**src/rtl/display_pkg.sv**
```systemverilog
// Shared definitions for the 7-segment display blocks.
//
// Contents:
//   MAX_DIGITS        widest digit bank any display block supports
//   DEFAULT_N_DIGITS  digit count used when a block is not parameterised
//   nibble_t          one hex digit, as consumed by the display7 decoder
//   ANODO_OFF(width)  all-ones anode pattern (every digit dark) of the given width
package display_pkg;

    localparam int MAX_DIGITS       = 8;
    localparam int DEFAULT_N_DIGITS = 4;

    typedef logic [3:0] nibble_t;

    // Anodes are active-low, so "all off" is all ones. The result is sized
    // for the widest bank; callers cast it down to their own width.
    function automatic logic [MAX_DIGITS-1:0] ANODO_OFF(input int width);
        logic [MAX_DIGITS-1:0] mask;
        mask = '0;
        for (int i = 0; i < MAX_DIGITS; i++) begin
            if (i < width) begin
                mask[i] = 1'b1;
            end
        end
        return mask;
    endfunction

endpackage

```
**src/rtl/refresh_tick_gen.sv**
```systemverilog
// Refresh prescaler for multiplexed displays.
//
// Counts 0..DIV-1 and raises tick_o for the single cycle on which the count
// is DIV-1, then wraps. The first tick arrives DIV cycles after reset is
// released.
//
// Ports:
//   clk     system clock
//   rst_n   asynchronous active-low reset
//   tick_o  one-cycle slot-advance pulse
module refresh_tick_gen #(
    parameter int DIV = 27000
) (
    input  logic clk,
    input  logic rst_n,
    output logic tick_o
);

    localparam int             CW   = $clog2(DIV);
    localparam logic [CW-1:0]  LAST = CW'(DIV - 1);

    logic [CW-1:0] count;

    assign tick_o = (count == LAST);

    always_ff @(posedge clk or negedge rst_n) begin
        if (!rst_n) begin
            count <= '0;
        end else if (tick_o) begin
            count <= '0;
        end else begin
            count <= count + CW'(1);
        end
    end

endmodule

```
**src/rtl/display_scan.sv**
```systemverilog
// Time-multiplexed scan controller for a bank of common-anode 7-segment digits.
//
// Each slot presents one nibble for the downstream display7 decoder and drives
// the matching active-low anode. A loaded value waits in a pending register and
// only reaches the displayed (shadow) value at a frame boundary, so a frame is
// never drawn from two different values. Optional leading-zero blanking.
//
// Ports:
//   clk         system clock
//   rst_n       asynchronous active-low reset
//   valor_i     packed hex digits, digit 0 in bits [3:0]
//   load_i      one-cycle strobe capturing valor_i
//   blank_lz_i  1 = suppress leading zeros
//   palabra_o   nibble to the display7 decoder
//   anodo_o     active-low digit enables, one-hot-low or all ones
//   frame_o     one-cycle pulse when the scan wraps
module display_scan
    import display_pkg::*;
#(
    parameter int N_DIGITS    = DEFAULT_N_DIGITS,
    parameter int REFRESH_DIV = 27000
) (
    input  logic                  clk,
    input  logic                  rst_n,
    input  logic [4*N_DIGITS-1:0] valor_i,
    input  logic                  load_i,
    input  logic                  blank_lz_i,
    output nibble_t               palabra_o,
    output logic [N_DIGITS-1:0]   anodo_o,
    output logic                  frame_o
);

    localparam int                    IW       = $clog2(N_DIGITS);
    localparam logic [IW-1:0]         LAST_IDX = IW'(N_DIGITS - 1);
    localparam logic [N_DIGITS-1:0]   OFF      = N_DIGITS'(ANODO_OFF(N_DIGITS));

    logic                  tick;
    logic                  boundary;
    logic                  post_tick;
    logic [IW-1:0]         idx;
    logic [IW-1:0]         nxt;
    logic [4*N_DIGITS-1:0] pending;
    logic [4*N_DIGITS-1:0] shadow;
    logic [4*N_DIGITS-1:0] shadow_eff;
    logic                  pend_flag;
    logic [N_DIGITS-1:0]   blank;
    logic [N_DIGITS-1:0]   lit;

    refresh_tick_gen #(
        .DIV (REFRESH_DIV)
    ) u_tick (
        .clk    (clk),
        .rst_n  (rst_n),
        .tick_o (tick)
    );

    // Slot sequencing. On a boundary tick the nibble for digit 0 must come
    // from the value being promoted this cycle, not the old shadow.
    always_comb begin
        boundary   = tick && (idx == LAST_IDX);
        nxt        = (idx == LAST_IDX) ? '0 : idx + IW'(1);
        shadow_eff = (boundary && pend_flag) ? pending : shadow;
    end

    // Digit k > 0 is blanked when it and every digit above it are zero;
    // scanning from the top keeps a running "all zero so far" flag.
    // Digit 0 always lights.
    always_comb begin
        logic zero_above;
        blank      = '0;
        zero_above = 1'b1;
        for (int k = N_DIGITS - 1; k >= 1; k--) begin
            zero_above = zero_above && (shadow[4*k +: 4] == 4'h0);
            blank[k]   = blank_lz_i && zero_above;
        end
        lit = blank[idx] ? OFF : ~(N_DIGITS'(1) << idx);
    end

    // Register state and outputs. A tick blanks all anodes for one cycle
    // (ghosting dead time) while the new nibble settles; the anode for the
    // new slot is enabled on the following cycle and held until the next tick.
    // A load on the boundary tick lands in pending after the old pending
    // value has been promoted, so it shows one frame later.
    always_ff @(posedge clk or negedge rst_n) begin
        if (!rst_n) begin
            idx       <= '0;
            pending   <= '0;
            pend_flag <= 1'b0;
            shadow    <= '0;
            post_tick <= 1'b0;
            palabra_o <= '0;
            anodo_o   <= OFF;
            frame_o   <= 1'b0;
        end else begin
            post_tick <= tick;
            frame_o   <= boundary;

            if (boundary && pend_flag) begin
                shadow <= pending;
            end

            if (load_i) begin
                pending   <= valor_i;
                pend_flag <= 1'b1;
            end else if (boundary) begin
                pend_flag <= 1'b0;
            end

            if (tick) begin
                idx       <= nxt;
                anodo_o   <= OFF;
                palabra_o <= shadow_eff[{nxt, 2'b00} +: 4];
            end else if (post_tick) begin
                anodo_o <= lit;
            end
        end
    end

endmodule

```
**config.mk**
```make
export PLATFORM = sky130hd
export DESIGN_NAME = display_scan
export DESIGN_NICKNAME = d
export VERILOG_FILES = /design/src/rtl/display_pkg.sv /design/src/rtl/refresh_tick_gen.sv /design/src/rtl/display_scan.sv
export SDC_FILE = /design/constraint.sdc
export NUM_CORES = 1
export LEC_CHECK = 0
export BUFFER_PORTS_ARGS = -buffer_cell sky130_fd_sc_hd__buf_2
export CAP_MARGIN = 10
export CELL_PAD_IN_SITES_DETAIL_PLACEMENT = 1
export CELL_PAD_IN_SITES_GLOBAL_PLACEMENT = 1
export CORE_MARGIN = 1
export CORE_UTILIZATION = 50
export CTS_CLUSTER_SIZE = 10
export DETAILED_ROUTE_END_ITERATION = 12
export GPL_TIMING_DRIVEN = 0
export PLACE_DENSITY_LB_ADDON = 0.08
export SLEW_MARGIN = 40
export SYNTH_ARGS = -nofsm -noshare
export SYNTH_HDL_FRONTEND = slang
export SYNTH_HIERARCHICAL = 1
export SYNTH_SLANG_ARGS = --single-unit
export TNS_END_PERCENT = 20
```
**constraint.sdc**
```tcl
create_clock -name clk -period 3.5 [get_ports clk]
set_clock_uncertainty 0.2 [all_clocks]
set_input_delay 0.525 -clock clk [delete_from_list [all_inputs] [get_ports clk]]
set_output_delay 0.525 -clock clk [all_outputs]
set_load 0.02 [all_outputs]
```
==> reports/metrics.yaml, run 1 <==
final_layout:
  nNetsFinal: 295
  fill_cells: 570
  fin_cells: 347
  layout-drive-gt1-share: 0.367
  layout_common_cells: "sky130_fd_sc_hd__dfrtp_1 (56), sky130_fd_sc_hd__buf_2 (30), sky130_fd_sc_hd__mux2_2 (25)"
  most_common_cell_after_layout_fill_and_taps_aside: "sky130_fd_sc_hd__dfrtp_1"
  layout-area-overhead-vs-synth_pct: 16.2
  antenna-diode-count: 0
  sequential_cell_area_sq_mm: 0.00151
  multi_input_area_sq_mm: 0.00121
sta:
  timing.final.setup_violations: 0
  grt_setup_unrepaired: "no"
  period_needed_ns: 2.67
  timing.max_slew.rel_slack: 0.633
  worst-slew-pin-transition_ns: 0.550
  fmax_mhz: 375
  slew_viol_final: 0
  timing_hold_violations_final: 0
  timing.final.crit_share: 0.762
  hold_ws_ns: 0.209
  timing.setup.tns_ns: 0
clocking:
  cts-buffers-inserted: 9
  post_cts_resized: 0
  clock_sinks: 60
  clock_tree_from_tritoncts: "done"
  cts_root_buf: "sky130_fd_sc_hd__clkbuf_8"
  htree_num_levels: 3
  postCtsSetupBuffers: 0
  worstSkewPairLatency_ns: 0.34
  clk_transition_reported_paths_ns: 0.07
  cts_hold_repair.buffers: 0
  cts_buffer_depth: 2
yosys:
  mappedNetlistNets: 256
  netlist_area_sq_mm: 0.00283
  synth_enable_flop_cells: 0
  mean_instance_size_in_the_synthesized_netlist_sq_um: 12.2
  postSynthRegisterBits: 60
  async_flop_share: 1.00
  yosys_top_cell_area_share: 0.495
  distinct_cell_type_count_of_the_synthesized_netlist: 51
  synth_top_family_by_area: "simple AND/OR/NAND/NOR gates"
  dominantRegCellSynth: "sky130_fd_sc_hd__dfrtp_1"
  postSynthCellCount: 231
  synth.yosys.warnings: 6
  leading_area_contributor_after_synthesis: "sky130_fd_sc_hd__dfrtp_1"
  synth_seq_area_share: 0.533
  synth.mux.area_fraction: 0.137
  post_synth_xor_area_fraction: 0.0310
  synthSimpleGateAreaFrac: 0.147
  synth_compound_area_frac: 0.0916
  yosys.area_share.adder: 0.0221
  synthTopCellsByArea: "sky130_fd_sc_hd__dfrtp_1 (50%), sky130_fd_sc_hd__mux2_2 (10%), sky130_fd_sc_hd__dfstp_2 (3.7%)"
global_routing:
  grt.total_usage: 0.242
  grt_use_met1: 0.321
  largest_net_degree_at_the_start_of_global_routing: 61
  global_route_wire_length_before_repair_mm: 10.6
  antenna_found_initial: 0
  grt.met2_usage: 0.370
  grt_util_met3: 0.0488
  global_route.peak_usage_layer: "met2"
  first_global_vias: 2026
  global_route.overflow_total: 0
placement:
  dp.cells: 330
  port-buffer-count: 27
  place.detailed.hpwl_mm: 4.16
  final_wtd_congestion: 0.819
power:
  power_density_mw_per_mm2: 448
  vdd_drop_max_uv: 347
  totalPowerFinal_w: 0.00147
  power_leakage_nw: 1.56
detailed_routing:
  detail_route.drc_violations: 0
  wire_per_inst_microns: 18.9
  wirelength_mm: 6.57
  route.antenna.remaining_nets: 0
  drt_first_pass_iters: 4
  routed_via_density: 5.67
  drt-initial-drc-count: 139
  routed-via-count: 1966
floorplanning:
  rows: 27
  die_width_microns: 77.2
  die_area_sq_mm: 0.00596
  initial_core_util: 0.517
  core-area_sq_mm: 0.00547
  die_h_microns: 77.2
  design.portCount: 29
worst_hold_path:
  hold_path_class: "primary input to register"
  worstHoldEndpoint: "pending[7]"
  hp-start: "valor_i[7]"
  hold-path-cell-count: 2
worst_setup_path:
  r2r-end: "palabra_o[2]"
  data_required_critical_path_ns: 3.58
  critical_path.endpoint_type: "register"
  r2r.worst_path.cells: 8
  regToRegSetupSlack_ns: 0.83
  crit_path_max_fanout: 11
  data_arrival_time_of_the_worst_path_ns: 2.75
  worst_r2r_startpoint: "u_tick/count[7]"
  startpoint_type: "register"
  critical_path_class: "register to register"
job:
  cap_violations: 0
outcome:
  run_status: "complete, no violations"
how the worst max path moves through the flow:
stage | depth (start not counted) | end | slack, ns | startpoint
6_report | 8 | palabra_o[2] | 0.83 | u_tick/count[7]
5_1_grt | 9 | palabra_o[2] | 0.63 | u_tick/count[0]
4_1_cts | 8 | palabra_o[2] | 0.87 | u_tick/count[7]
3_5_place_dp | 9 | palabra_o[3] | 0.90 | u_tick/count[0]
3_3_place_gp | 9 | palabra_o[3] | 0.95 | u_tick/count[0]
2_1_floorplan | 10 | shadow[12] | 1.23 | u_tick/count[0]
metal layers:
metal,vias up,part of all wire
li1,914,-
met1,986,0.46
met2,51,0.47
met3,15,0.043
met4,0,0.024
met5,-,0
sequential cells by signal, indices dropped and copies added, names as in the netlist:
| register | count |
|---|---|
| pending | 16 |
| shadow | 16 |
| u_tick/count | 15 |
| anodo_o | 4 |
| palabra_o | 4 |
| idx | 2 |
| frame_o | 1 |
| pend_flag | 1 |
| post_tick | 1 |
final cells by class:
cell class | instances | area share
Multi-Input combinational cell | 154 | 0.368
Tap cell | 72 | 0.0274
Buffer | 11 | 0.0263
Inverter | 6 | 0.00761
Timing Repair Buffer | 28 | 0.0461
Sequential cell | 60 | 0.458
Clock buffer | 11 | 0.0430
Clock inverter | 5 | 0.0228
power by group:
| group | switching [W] | internal (W) | leakage, nW |
|---|---|---|---|
| Clock | 0.000282 | 0.000417 | 0.113 |
| Sequential | 0.0000128 | 0.000712 | 0.768 |
| Combinational | 0.0000242 | 0.0000261 | 0.676 |
| Total | 0.000319 | 0.00116 | 1.56 |
kinds of logic (layout without fill, tap and decap cells):
kind of cell    after synthesis  in the layout
compound gates               34             34
xor+xnor                     10             10
flops                        60             60
mux                          32             32
simple gates                 73             73
buf+inv                      17             61
fa+ha+maj                     5              5
synthesized netlist by cell type, drive strengths merged, types with 5 or more instances:
cell,instances
a211oi,8
o21ai,5
nor2,7
nand3,12
buf,9
nor2b,6
inv,6
ha,5
a311oi,8
mux2,32
xor2,6
nand2,19
dfrtp,56
critical path: stages (launching register included):
cell and delay, ns:
sky130_fd_sc_hd__dfrtp_1 0.45, sky130_fd_sc_hd__nor4b_1 0.32, sky130_fd_sc_hd__and4_1 0.24, sky130_fd_sc_hd__buf_2 0.25
sky130_fd_sc_hd__buf_4 0.21, sky130_fd_sc_hd__buf_2 0.26, sky130_fd_sc_hd__nand3_1 0.15, sky130_fd_sc_hd__a311oi_1 0.37
sky130_fd_sc_hd__a211o_1 0.15
per-stage QoR:
step           cell area, sq um  utilization  setup WS (ns)
4_1_cts                    3270        0.598          0.875
5_1_grt                    3290        0.601          0.631
6_report                   3290        0.601          0.832
3_5_place_dp               3060        0.559          0.899
3_3_place_gp               3050        0.558          0.954
2_1_floorplan              2830            -           1.23
Power figures use the tool's default switching activity.
==> inputs of run 2 (changes only) <==
--- a/config.mk
+++ b/config.mk
@@ -10,7 +10,7 @@
 export CELL_PAD_IN_SITES_DETAIL_PLACEMENT = 1
 export CELL_PAD_IN_SITES_GLOBAL_PLACEMENT = 1
 export CORE_MARGIN = 1
-export CORE_UTILIZATION = 50
+export CORE_UTILIZATION = 47
 export CTS_CLUSTER_SIZE = 10
 export DETAILED_ROUTE_END_ITERATION = 12
 export GPL_TIMING_DRIVEN = 0
==> constraint.sdc (replaced) <==
create_clock -name clk -period 2.6 [get_ports clk]
set_clock_uncertainty 0.2 [all_clocks]
set_input_delay 0.39 -clock clk [delete_from_list [all_inputs] [get_ports clk]]
set_output_delay 0.39 -clock clk [all_outputs]
set_load 0.02 [all_outputs]
==> reports/metrics.yaml, run 2 (synthesis results as in run 1) <==
sta:
  grt_setup_unrepaired: "no"  # unchanged
  timing.final.setup_violations: 0  # unchanged
  timing.max_slew.rel_slack: 0.637  # was 0.633
  postLayoutSetupSlackWorst_ns: 0.124  # was 0.832 ns
  timing.final.crit_share: 0.952  # was 0.762
  worst-slew-pin-transition_ns: 0.544  # was 0.550 ns
  fmax_mhz: 404  # was 375 MHz
  period_needed_ns: 2.48  # was 2.67 ns
  slew_viol_final: 0  # unchanged
  timing.setup.tns_ns: 0  # unchanged
  timing_hold_violations_final: 0  # unchanged
clocking:
  cts_buffer_depth: 2  # unchanged
  cts_root_buf: "sky130_fd_sc_hd__clkbuf_8"  # unchanged
  clock_tree_from_tritoncts: "done"  # unchanged
  worstSkewPairLatency_ns: 0.33  # was 0.34 ns
  cts-buffers-inserted: 9  # unchanged
  clk_transition_reported_paths_ns: 0.07  # about the same
  clock_sinks: 60  # unchanged
  htree_num_levels: 3  # unchanged
final_layout:
  nNetsFinal: 297  # was 295
  antenna-diode-count: 0  # unchanged
  layout-area-overhead-vs-synth_pct: 18.1  # was 16.2%
  most_common_cell_after_layout_fill_and_taps_aside: "sky130_fd_sc_hd__dfrtp_1"  # unchanged
  layout_common_cells: "sky130_fd_sc_hd__dfrtp_1 (56), sky130_fd_sc_hd__buf_2 (28), sky130_fd_sc_hd__mux2_2 (25)"  # was sky130_fd_sc_hd__dfrtp_1 (56), sky130_fd_sc_hd__buf_2 (30), sky130_fd_sc_hd__mux2_2 (25)
  fin_cells: 349  # was 347
  layout-drive-gt1-share: 0.390  # was 0.367
  layout_top_registers: "pending x16, shadow x16, u_tick/count x15"  # unchanged
worst_setup_path:
  startpoint_type: "register"  # unchanged
  data_arrival_time_of_the_worst_path_ns: 2.49  # was 2.75 ns
  data_required_critical_path_ns: 2.61  # was 3.58 ns
  critical_path_class: "register to register"  # unchanged
  critical_path.endpoint_type: "register"  # unchanged
  regToRegSetupSlack_ns: 0.12  # was 0.83 ns
  crit_path_max_fanout: 11  # unchanged
job:
  cap_violations: 0  # unchanged
placement:
  final_wtd_congestion: 0.767  # was 0.819
  place.detailed.hpwl_mm: 4.21  # was 4.16 mm
  pre_cts_slack_ns: 0.0494  # was 0.899 ns
  dp.cells: 330  # unchanged
  port-buffer-count: 27  # unchanged
power:
  vdd_drop_max_uv: 358  # was 347 uV
  power_density_mw_per_mm2: 589  # was 448 mW/mm^2
  power_leakage_nw: 1.57  # was 1.56 nW
floorplanning:
  die_area_sq_mm: 0.00633  # was 0.00596 sq mm
  rows: 27  # unchanged
  core-area_sq_mm: 0.00564  # was 0.00547 sq mm
  initial_core_util: 0.501  # was 0.517
  die_h_microns: 79.6  # was 77.2 microns
  design.portCount: 29  # unchanged
  die_width_microns: 79.6  # was 77.2 microns
worst_hold_path:
  hold_path_class: "primary input to register"  # unchanged
detailed_routing:
  routed-via-count: 1958  # was 1966
  route.antenna.remaining_nets: 0  # unchanged
  detail_route.drc_violations: 0  # unchanged
  drt-initial-drc-count: 103  # was 139
  wire_per_inst_microns: 18.0  # was 18.9 microns
  wirelength_mm: 6.27  # was 6.57 mm
  drt_first_pass_iters: 4  # unchanged
  routed_via_density: 5.61  # was 5.67
global_routing:
  global_route.overflow_total: 0  # unchanged
  grt.total_usage: 0.227  # was 0.242
  antenna_found_initial: 0  # unchanged
  largest_net_degree_at_the_start_of_global_routing: 61  # unchanged
  first_global_vias: 2059  # was 2026
  global_route_wire_length_before_repair_mm: 10.6  # about the same
outcome:
  run_status: "complete, no violations"  # unchanged
## run 2: changes by cell type in the layout (fill, tap and decap cells not counted), moves of 2 or more
| cell | previous run | this run |
|---|---|---|
| sky130_fd_sc_hd__a311oi_2 | 0 | 2 |
| sky130_fd_sc_hd__buf_2 | 30 | 28 |
| sky130_fd_sc_hd__buf_4 | 3 | 6 |
| sky130_fd_sc_hd__a311oi_1 | 8 | 6 |
## run 2: power by group
group | internal, W | leakage (nW) | switching, W
Sequential | 0.000959 | 0.768 | 0.0000178
Combinational | 0.0000351 | 0.691 | 0.0000329
Clock | 0.000561 | 0.113 | 0.000361
## run 2: critical path, stage by stage (launching register included)
cell and delay (ns):
sky130_fd_sc_hd__dfrtp_1 0.41, sky130_fd_sc_hd__ha_1 0.25, sky130_fd_sc_hd__and4b_1 0.20, sky130_fd_sc_hd__and4_1 0.15
sky130_fd_sc_hd__buf_4 0.18, sky130_fd_sc_hd__buf_4 0.18, sky130_fd_sc_hd__nand2_2 0.09, sky130_fd_sc_hd__inv_2 0.05
sky130_fd_sc_hd__nand2_4 0.14, sky130_fd_sc_hd__buf_12 0.17, sky130_fd_sc_hd__mux2_2 0.34
## run 2: path summary, 6_finish.rpt
kind | from | end | depth (start not counted)
worst max-delay path | u_tick/count[0] | shadow[12] | 10
worst min-delay path | valor_i[10] | pending[10] | 2
worst max register to register | u_tick/count[0] | shadow[12] | 10
worst min register to register | u_tick/count[0] | u_tick/count[0] | 1
max in group asynchronous | rst_n | pending[3] | 2
min in group asynchronous | rst_n | shadow[10] | 2
## run 2: per-stage QoR
| step | area, sq um | total power (W) | utilization | hold slack [ns] |
|---|---|---|---|---|
| after floorplan | 2830 | 0.00102 | - | -0.106 |
| after global placement | 3050 | 0.00106 | 0.541 | 0.272 |
| after detailed placement | 3060 | 0.00106 | 0.542 | 0.276 |
| after CTS | 3280 | 0.00199 | 0.582 | 0.0649 |
| after global routing | 3340 | 0.00204 | 0.592 | 0.0751 |
| final | 3340 | 0.00197 | 0.592 | 0.0825 |
## run 2: final cells by class
class | count | area, sq um
Fill cell | 587 | 2300
Sequential cell | 60 | 1510
Multi-Input combinational cell | 154 | 1230
Timing Repair Buffer | 30 | 166
Clock buffer | 11 | 141
Buffer | 11 | 100
Tap cell | 72 | 90.1
Clock inverter | 5 | 75.1
Inverter | 6 | 28.8
## run 2: what timing repair did
item,CTS,global route
endpoints found under the hold margin,56,0
setup endpoints to repair,0,17
gates resized for setup,0,10
buffers inserted,0,2
hold buffers,1,0
## run 2: per-layer routing
metal  GRT usage  up-vias  part of all wire
met4      0.0927        0             0.011
met1       0.308      999              0.48
met3      0.0480        8             0.025
met2       0.352       32              0.49
li1            -      919                 -
met5           0        -                 0
==> inputs of run 3 (changes only) <==
--- a/config.mk
+++ b/config.mk
@@ -15,6 +15,7 @@
 export DETAILED_ROUTE_END_ITERATION = 12
 export GPL_TIMING_DRIVEN = 0
 export PLACE_DENSITY_LB_ADDON = 0.08
+export RECOVER_POWER = 50
 export SLEW_MARGIN = 40
 export SYNTH_ARGS = -nofsm -noshare
 export SYNTH_HDL_FRONTEND = slang
==> reports/metrics.yaml, run 3 (synthesis results as in run 1) <==
outcome:
  run_status: "complete, no violations"  # unchanged
floorplanning:
  die_width_microns: 79.6  # unchanged
  design.portCount: 29  # unchanged
  rows: 27  # unchanged
  die_area_sq_mm: 0.00633  # unchanged
  core-area_sq_mm: 0.00564  # unchanged
  die_h_microns: 79.6  # unchanged
  initial_core_util: 0.501  # unchanged
sta:
  timing.setup.tns_ns: 0  # unchanged
  fmax_mhz: 404  # about the same
  timing_hold_violations_final: 0  # unchanged
  timing.max_slew.rel_slack: 0.0150  # was 0.637
  hold_ws_ns: 0.0821  # was 0.0825 ns
  timing.final.crit_share: 0.952  # about the same
  worst-slew-pin-transition_ns: 1.48  # was 0.544 ns
  period_needed_ns: 2.48  # about the same
  timing.final.setup_violations: 0  # unchanged
  grt_setup_unrepaired: "no"  # unchanged
  slew_viol_final: 0  # unchanged
clocking:
  cts_root_buf: "sky130_fd_sc_hd__clkbuf_8"  # unchanged
  cts_buffer_depth: 2  # unchanged
  clock_tree_from_tritoncts: "done"  # unchanged
  clock_sinks: 60  # unchanged
  cts-buffers-inserted: 9  # unchanged
  htree_num_levels: 3  # unchanged
  clk_transition_reported_paths_ns: 0.07  # about the same
  worstSkewPairLatency_ns: 0.33  # about the same
final_layout:
  finish.instance_area_sq_mm: 0.00333  # was 0.00334 sq mm
  fin_cells: 349  # unchanged
  nNetsFinal: 297  # unchanged
  most_common_cell_after_layout_fill_and_taps_aside: "sky130_fd_sc_hd__dfrtp_1"  # unchanged
  antenna-diode-count: 0  # unchanged
  fill_cells: 588  # was 587
  layout-drive-gt1-share: 0.390  # unchanged
  layout_common_cells: "sky130_fd_sc_hd__dfrtp_1 (56), sky130_fd_sc_hd__buf_2 (28), sky130_fd_sc_hd__mux2_2 (25)"  # unchanged
  fin_util: 0.591  # was 0.592
  layout-area-overhead-vs-synth_pct: 17.9  # was 18.1%
  layout_top_registers: "pending x16, shadow x16, u_tick/count x15"  # unchanged
placement:
  dp.cells: 330  # unchanged
  final_wtd_congestion: 0.767  # unchanged
  place.detailed.hpwl_mm: 4.21  # unchanged
  port-buffer-count: 27  # unchanged
  placed_area_sq_mm: 0.00306  # unchanged
worst_setup_path:
  crit_path_max_fanout: 11  # unchanged
  slowest_delay_ns: 0.41  # about the same
  r2r.worst_path.cells: 10  # unchanged
  data_required_critical_path_ns: 2.61  # about the same
  cpLargestDelayFamily: "simple AND/OR/NAND/NOR gates"  # unchanged
  critical_path.endpoint_type: "register"  # unchanged
  data_arrival_time_of_the_worst_path_ns: 2.49  # about the same
  cp_common_cell: "sky130_fd_sc_hd__buf_4"  # unchanged
  cpMaxStageDelayCell: "sky130_fd_sc_hd__dfrtp_1"  # unchanged
  startpoint_type: "register"  # unchanged
  timing.critical_path.buf_inv: 4  # unchanged
  cp.depth: 10  # unchanged
  critical_path_class: "register to register"  # unchanged
  cells_along_the_critical_path: "ha_1 > and4b_1 > and4_1 > buf_4 > buf_4 > nand2_2 > inv_2 > nand2_4 > buf_12 > mux2_2"  # unchanged
job:
  cap_violations: 0  # unchanged
detailed_routing:
  drt_first_pass_iters: 4  # unchanged
  drt-initial-drc-count: 103  # unchanged
  routed_via_density: 5.60  # was 5.61
  routed-via-count: 1954  # was 1958
  route.antenna.remaining_nets: 0  # unchanged
  wire_per_inst_microns: 17.9  # was 18.0 microns
  wirelength_mm: 6.26  # was 6.27 mm
  detail_route.drc_violations: 0  # unchanged
global_routing:
  grt.total_usage: 0.227  # unchanged
  largest_net_degree_at_the_start_of_global_routing: 61  # unchanged
  global_route.overflow_total: 0  # unchanged
  first_global_vias: 2059  # unchanged
  antenna_found_initial: 0  # unchanged
  global_route_wire_length_before_repair_mm: 10.6  # unchanged
power:
  vdd_drop_max_uv: 358  # about the same
  power_leakage_nw: 1.57  # about the same
  power_density_mw_per_mm2: 590  # was 589 mW/mm^2
worst_hold_path:
  hold_path_class: "primary input to register"  # unchanged
  hold-path-cell-count: 2  # unchanged
[run 3: cell count changes in the layout (fill, tap and decap cells not counted)]
cell,previous run,this run
sky130_fd_sc_hd__clkbuf_2,0,1
sky130_fd_sc_hd__buf_6,2,1
[run 3: repair_timing]
action,CTS,global route
setup buffers,0,2
endpoints found under the hold margin,56,0
gates resized for setup,0,10
hold buffers,1,0
endpoints found under the setup margin,0,17
[run 3: worst reg2reg max path, stage by stage, from the launching register on]
cell and delay (ns):
sky130_fd_sc_hd__dfrtp_1 0.41, sky130_fd_sc_hd__ha_1 0.25, sky130_fd_sc_hd__and4b_1 0.20, sky130_fd_sc_hd__and4_1 0.15, sky130_fd_sc_hd__buf_4 0.18, sky130_fd_sc_hd__buf_4 0.19
sky130_fd_sc_hd__nand2_2 0.09, sky130_fd_sc_hd__inv_2 0.05, sky130_fd_sc_hd__nand2_4 0.14, sky130_fd_sc_hd__buf_12 0.17, sky130_fd_sc_hd__mux2_2 0.34
[run 3: final cells by class]
cell class	instances	area, sq um	area share
inverters	6	28.8	0.00863
flip-flops and latches	60	1510	0.452
clock inverters	5	75.1	0.0225
multi-input cells	154	1230	0.370
well taps	72	90.1	0.0270
plain buffers	11	100	0.0300
repair buffers	30	160	0.0480
clock buffers	11	141	0.0424
[run 3: worst paths after layout]
kind | slack, ns | startpoint | endpoint
worst min register to register | 0.28 | u_tick/count[0] | u_tick/count[0]
min in group asynchronous | 0.75 | rst_n | shadow[10]
worst min-delay path | 0.08 | valor_i[10] | pending[10]
worst max register to register | 0.12 | u_tick/count[0] | shadow[12]
max in group asynchronous | 0.56 | rst_n | pending[3]
worst max-delay path | 0.12 | u_tick/count[0] | shadow[12]
[run 3: per-layer routing]
layer	vias to the layer above	global-route usage	share of wire
met5	-	0	0
met4	0	0.0927	0.011
met3	8	0.0480	0.025
met2	32	0.352	0.49
met1	996	0.308	0.48
li1	918	-	-
[run 3: stage by stage]
step	setup WS [ns]	total power [W]
floorplan	0.330	0.00102
global placement	0.0778	0.00106
detailed placement	0.0494	0.00106
CTS	0.00495	0.00199
global route	0.00200	0.00204
finish	0.124	0.00197
[run 3: report_power, final]
group          switching, W  internal (W)
registers         0.0000178      0.000959
logic             0.0000328     0.0000341
clock network      0.000361      0.000561
